$ cat src/rtl/gate_truth_sequencer.sv
// gate_truth_sequencer
// Sweeps an external 2-input gate through the combinations 00, 01, 10, 11,
// holding each for SETTLE cycles. It captures the gate output into table_out
// and compares the result against an expected table latched at start.
//
// Parameters:
//   SETTLE     cycles each combination is held before sampling (1..15)
// Ports:
//   clk        clock, rising edge
//   rst_n      asynchronous active-low reset
//   start      request one sweep (sampled only in IDLE)
//   abort      synchronous cancel while busy
//   expected   expected truth table, bit i = output for a=i[1], b=i[0]
//   gate_s     output of the gate under test
//   gate_a/b   registered operand drive to the gate
//   busy       high in DRIVE and CHECK
//   done       single-cycle pulse when results are valid
//   table_out  captured truth table
//   pass       table_out == latched expected
//   fail_mask  table_out ^ latched expected
module gate_truth_sequencer #(
  parameter int unsigned SETTLE = 1
) (
  input  logic       clk,
  input  logic       rst_n,
  input  logic       start,
  input  logic       abort,
  input  logic [3:0] expected,
  input  logic       gate_s,
  output logic       gate_a,
  output logic       gate_b,
  output logic       busy,
  output logic       done,
  output logic [3:0] table_out,
  output logic       pass,
  output logic [3:0] fail_mask
);

  typedef enum logic [1:0] {
    IDLE  = 2'd0,
    DRIVE = 2'd1,
    CHECK = 2'd2,
    DONE  = 2'd3
  } state_e;

  localparam logic [3:0] LAST = 4'(SETTLE - 1);

  state_e     state_q, state_d;
  logic [1:0] idx_q, idx_d;
  logic [3:0] cnt_q, cnt_d;
  logic [3:0] exp_q, exp_d;
  logic [3:0] table_q, table_d;
  logic       pass_q, pass_d;
  logic [3:0] fail_q, fail_d;
  logic       gate_a_q, gate_a_d;
  logic       gate_b_q, gate_b_d;

  always_ff @(posedge clk or negedge rst_n) begin
    if (!rst_n) begin
      state_q  <= IDLE;
      idx_q    <= '0;
      cnt_q    <= '0;
      exp_q    <= '0;
      table_q  <= '0;
      pass_q   <= 1'b0;
      fail_q   <= '0;
      gate_a_q <= 1'b0;
      gate_b_q <= 1'b0;
    end else begin
      state_q  <= state_d;
      idx_q    <= idx_d;
      cnt_q    <= cnt_d;
      exp_q    <= exp_d;
      table_q  <= table_d;
      pass_q   <= pass_d;
      fail_q   <= fail_d;
      gate_a_q <= gate_a_d;
      gate_b_q <= gate_b_d;
    end
  end

  always_comb begin
    state_d  = state_q;
    idx_d    = idx_q;
    cnt_d    = cnt_q;
    exp_d    = exp_q;
    table_d  = table_q;
    pass_d   = pass_q;
    fail_d   = fail_q;
    gate_a_d = 1'b0;
    gate_b_d = 1'b0;

    case (state_q)
      IDLE: begin
        if (start) begin
          exp_d   = expected;
          table_d = '0;
          pass_d  = 1'b0;
          fail_d  = '0;
          idx_d   = '0;
          cnt_d   = '0;
          state_d = DRIVE;
        end
      end
      DRIVE: begin
        if (abort) begin
          state_d = IDLE;
          table_d = '0;
          pass_d  = 1'b0;
          fail_d  = '0;
          idx_d   = '0;
          cnt_d   = '0;
        end else if (cnt_q == LAST) begin
          table_d[idx_q] = gate_s;
          cnt_d          = '0;
          if (idx_q == 2'd3) begin
            state_d = CHECK;
          end else begin
            idx_d = idx_q + 2'd1;
          end
        end else begin
          cnt_d = cnt_q + 4'd1;
        end
      end
      CHECK: begin
        if (abort) begin
          state_d = IDLE;
          table_d = '0;
          pass_d  = 1'b0;
          fail_d  = '0;
          idx_d   = '0;
          cnt_d   = '0;
        end else begin
          pass_d  = (table_q == exp_q);
          fail_d  = table_q ^ exp_q;
          state_d = DONE;
        end
      end
      DONE: begin
        state_d = IDLE;
      end
      default: begin
        state_d = IDLE;
      end
    endcase

    // Operands are registered, so they are loaded with the index the next
    // cycle will use; this keeps the drive aligned with the DRIVE cycles.
    if (state_d == DRIVE) begin
      gate_a_d = idx_d[1];
      gate_b_d = idx_d[0];
    end
  end

  assign gate_a    = gate_a_q;
  assign gate_b    = gate_b_q;
  assign busy      = (state_q == DRIVE) || (state_q == CHECK);
  assign done      = (state_q == DONE);
  assign table_out = table_q;
  assign pass      = pass_q;
  assign fail_mask = fail_q;

endmodule

$ cat config.mk
export PLATFORM = sky130hd
export DESIGN_NAME = gate_truth_sequencer
export DESIGN_NICKNAME = d
export VERILOG_FILES = /design/src/rtl/gate_truth_sequencer.sv
export SDC_FILE = /design/constraint.sdc
export NUM_CORES = 1
export LEC_CHECK = 0
export CORE_ASPECT_RATIO = 0.75
export CORE_MARGIN = 10
export CORE_UTILIZATION = 51
export CTS_CLUSTER_SIZE = 25
export DETAILED_ROUTE_END_ITERATION = 10
export PLACE_DENSITY = 0.78
export SLEW_MARGIN = 20
export SYNTH_ARGS = -nofsm -noshare
export SYNTH_HDL_FRONTEND = slang
export SYNTH_SLANG_ARGS = --single-unit
$ cat constraint.sdc
create_clock -name clk -period 2.41 [get_ports clk]
set_input_delay 0.6025 -clock clk [delete_from_list [all_inputs] [get_ports clk]]
set_output_delay 0.6025 -clock clk [all_outputs]
set_load 0.05 [all_outputs]
==> results.yml <==
timing:
  period_minus_slack_ns: 2.17
  worstMarginPinSlew_ns: 0.696
  fin_tns_setup_ns: 0
  hold_viol: 0
  finalSetupViolCount: 0
  slew_headroom_pct: 53.5
  clock_skew_ns: 0.00172
  final-max-slew-violation-count: 0
  max_freq_mhz: 460
  rsz0062_at_grt: "false"
  period_share_pct: 90.2
drt:
  drc: 0
  postRouteAntennaNets: 0
  firstDrtPassIters: 4
  drt-vias-per-instance: 5.18
  post_drt_wl_per_cell_um: 15.0
  routed_wl_mm: 2.57
  drtIter0Drc: 62
  vias: 885
power_and_ir_drop:
  p_int_mw: 0.816
  powerDensity_nw_per_um2: 935
  switching_share_pct: 41.6
  power_switching_mw: 0.581
  combPwrFrac_pct: 48.0
  leakage_nw: 0.645
  peakVddDrop_uv: 471
  p_total_mw: 1.40
  power_frac_clock_pct: 12.6
  power_frac_seq_pct: 39.4
clocking:
  clkTransAtPathRegs_ns: 0.12
  ctsResizeCount: 0
  clk_latency_ns: 0.31
  cts_setup_buffers: 0
  clockBufferDepth: 2
  clock-sinks: 23
  cts_buffers: 3
  htreeDepth: 1
  cts_tree: "built"
  cts_hold_buf: 0
  ctsRootBufferMaster: "clkbuf_4"
global_routing:
  grtUsageTotal_pct: 11.7
  grt_pass1_wl_mm: 4.58
  grt_max_degree: 24
  antenna_found_initial: 0
  first_global_vias: 914
  overflow: 0
run:
  max_cap_viol_count: 0
floorplanning:
  die_x_um: 76.4
  num_rows: 15
  die_area_um2: 4760
  die_y_um: 62.3
  core_um2: 2290
  io_pins: 22
  initial_core_util_pct: 53.1
worst_setup_path:
  startpoint_type: "flip-flop"
  crit_fanout: 3
  rrSetupSlack_ns: 0.27
  r2r-end: "gate_b"
  worst-path-stages: 1
  cp-end-kind: "primary output"
  worst-path-buf-inv: 1
  cp_top_family: "buffers and inverters"
  path_cells: "clkdlybuf4s50_1"
  crit_required_ns: 1.81
  cp-startpoint: "table_out[3]"
  crit_path_max_incr_delay_ns: 0.83
  critical_path_class: "flip-flop to primary output"
  r2r-start: "state_q[0]"
  worst_path_max_delay_cell: "clkdlybuf4s50_1"
  critical_path_arrival_ns: 1.57
  r2r_cells: 6
  crit_end: "table_out[3]"
synthesis:
  synth.avg_cell_area_um2: 10.8
  synth_top_area_share_pct: 47.3
  syn_area_um2: 1220
  synth_flop_cell: "dfrtp_1"
  synth_adder_area_share_pct: 6.17
  ys_seq_elements: 23
  synth_top_family_by_area: "simple AND/OR/NAND/NOR gates"
  synthCells: 113
  synth_compound_area_share_pct: 11.6
  ys_warn_count: 0
  yosys.area_share.simple_pct: 18.6
  synthMuxAreaShare_pct: 8.33
  synth_largest_area_cell: "dfrtp_1"
  synth_xor_area_share_pct: 5.04
  synth_nets: 128
  async_flop_share_pct: 100
  yosysUniqueCellTypes: 32
  synth-seq-area-share_pct: 47.3
  synth_enable_flop_cells: 0
  synth_area_leaders: "dfrtp_1 (47%), mux2_2 (8.3%), ha_1 (6.2%), xnor2_1 (5.0%), nand2_1 (3.7%)"
placement:
  place.gp.congestion: 0.810
  io_buffers: 21
  hpwl_mm: 2.01
hold_path:
  holdCritPathClass: "flip-flop to flip-flop"
final_layout:
  fin_nets: 153
  drive_gt1_share_pct: 16.1
  fillCellCount: 208
  antenna_cells: 0
  layout-area-overhead-vs-synth_pct: 22.8
status:
  outcome: "completed"
-- final cells by class --
type                            count  area, um^2  area share, %
Timing Repair Buffer               23         220           14.7
Multi-Input combinational cell     81         606           40.5
Clock buffer                        3        22.5           1.51
Inverter                            6        22.5           1.51
Tap cell                           34        42.5           2.85
Clock inverter                      1        5.00          0.335
Sequential cell                    23         576           38.5
-- worst min-delay path by stage --
stage	start	to	slack (ns)	cells after the start
2_1_floorplan	rst_n	cnt_q[0]	0.31	0
3_3_place_gp	fail_mask[3]	fail_mask[3]	0.49	1
3_5_place_dp	fail_mask[2]	fail_mask[2]	0.50	1
4_1_cts	fail_mask[2]	fail_mask[2]	0.52	1
5_1_grt	exp_q[3]	exp_q[3]	0.55	1
6_report	fail_mask[2]	fail_mask[2]	0.52	1
-- stage by stage --
step	hold WS [ns]	util, %	cells	cell area, um^2	setup slack, ns
after global placement	0.490	64.0	167	1470	0.103
final	0.519	65.2	171	1490	0.236
after detailed placement	0.496	64.0	167	1470	0.0213
after CTS	0.524	65.2	171	1490	0.229
after global routing	0.552	65.2	171	1490	0.0817
after floorplan	0.307	-	113	1220	0.513
-- power groups by stage --
| stage | Combinational [mW] | Clock [mW] | Sequential (mW) |
|---|---|---|---|
| after global routing | 0.736 | 0.207 | 0.562 |
| after floorplan | 0.448 | 0 | 0.603 |
| after CTS | 0.674 | 0.183 | 0.550 |
| after detailed placement | 0.669 | 0 | 0.558 |
| final | 0.671 | 0.176 | 0.550 |
| after global placement | 0.649 | 0 | 0.555 |
-- placed cells by master (no fill, tap or decap), drive strengths merged --
| cell | n |
|---|---|
| o2bb2ai | 4 |
| inv | 6 |
| or2 | 1 |
| clkdlybuf4s50 | 19 |
| a21oi | 1 |
| and2 | 2 |
| mux2 | 9 |
| clkbuf | 3 |
| nor2 | 10 |
| nand4b | 1 |
| nor4b | 1 |
| a2111oi | 1 |
| buf | 4 |
| o2bb2a | 1 |
| nor2b | 4 |
| nand2 | 12 |
| xnor2 | 7 |
| o221ai | 1 |
| a22oi | 1 |
| nor3 | 3 |
| o21ai | 3 |
| clkinv | 1 |
| dfrtp | 23 |
| nand3 | 3 |
| ha | 6 |
| nand2b | 3 |
| or3b | 1 |
| o41ai | 2 |
| nor4 | 1 |
| o31ai | 1 |
| nand4 | 1 |
| o211ai | 1 |
-- sequential cells by signal, summed over array words and instances (netlist names) --
signal	count
cnt_q	4
exp_q	4
fail_mask	4
table_out	4
idx_q	2
state_q	2
gate_a	1
gate_b	1
pass	1
-- cells in the mapped netlist (all sizes together) (2+ instances only) --
cell type,instances
dfrtp,23
nand2,12
nor2,10
mux2,9
xnor2,7
ha,6
inv,6
nor2b,4
o2bb2ai,4
nand2b,3
nand3,3
nor3,3
o21ai,3
and2,2
clkbuf,2
o41ai,2
-- kinds of logic after synthesis --
family          after synthesis
xor+xnor                      7
mux                           9
simple gates                 43
flops                        23
fa+ha+maj                     6
buf+inv                       9
compound gates               16
-- routing by layer --
layer | global-route usage (%) | vias to the layer above | share of wire [%]
met5 | 0 | - | 0
met4 | 3.01 | 0 | 0.90
met3 | 4.45 | 2 | 4.9
met2 | 18.5 | 14 | 47
met1 | 14.5 | 430 | 47
li1 | - | 439 | -
No activity file was read; power rests on OpenSTA's default activity.
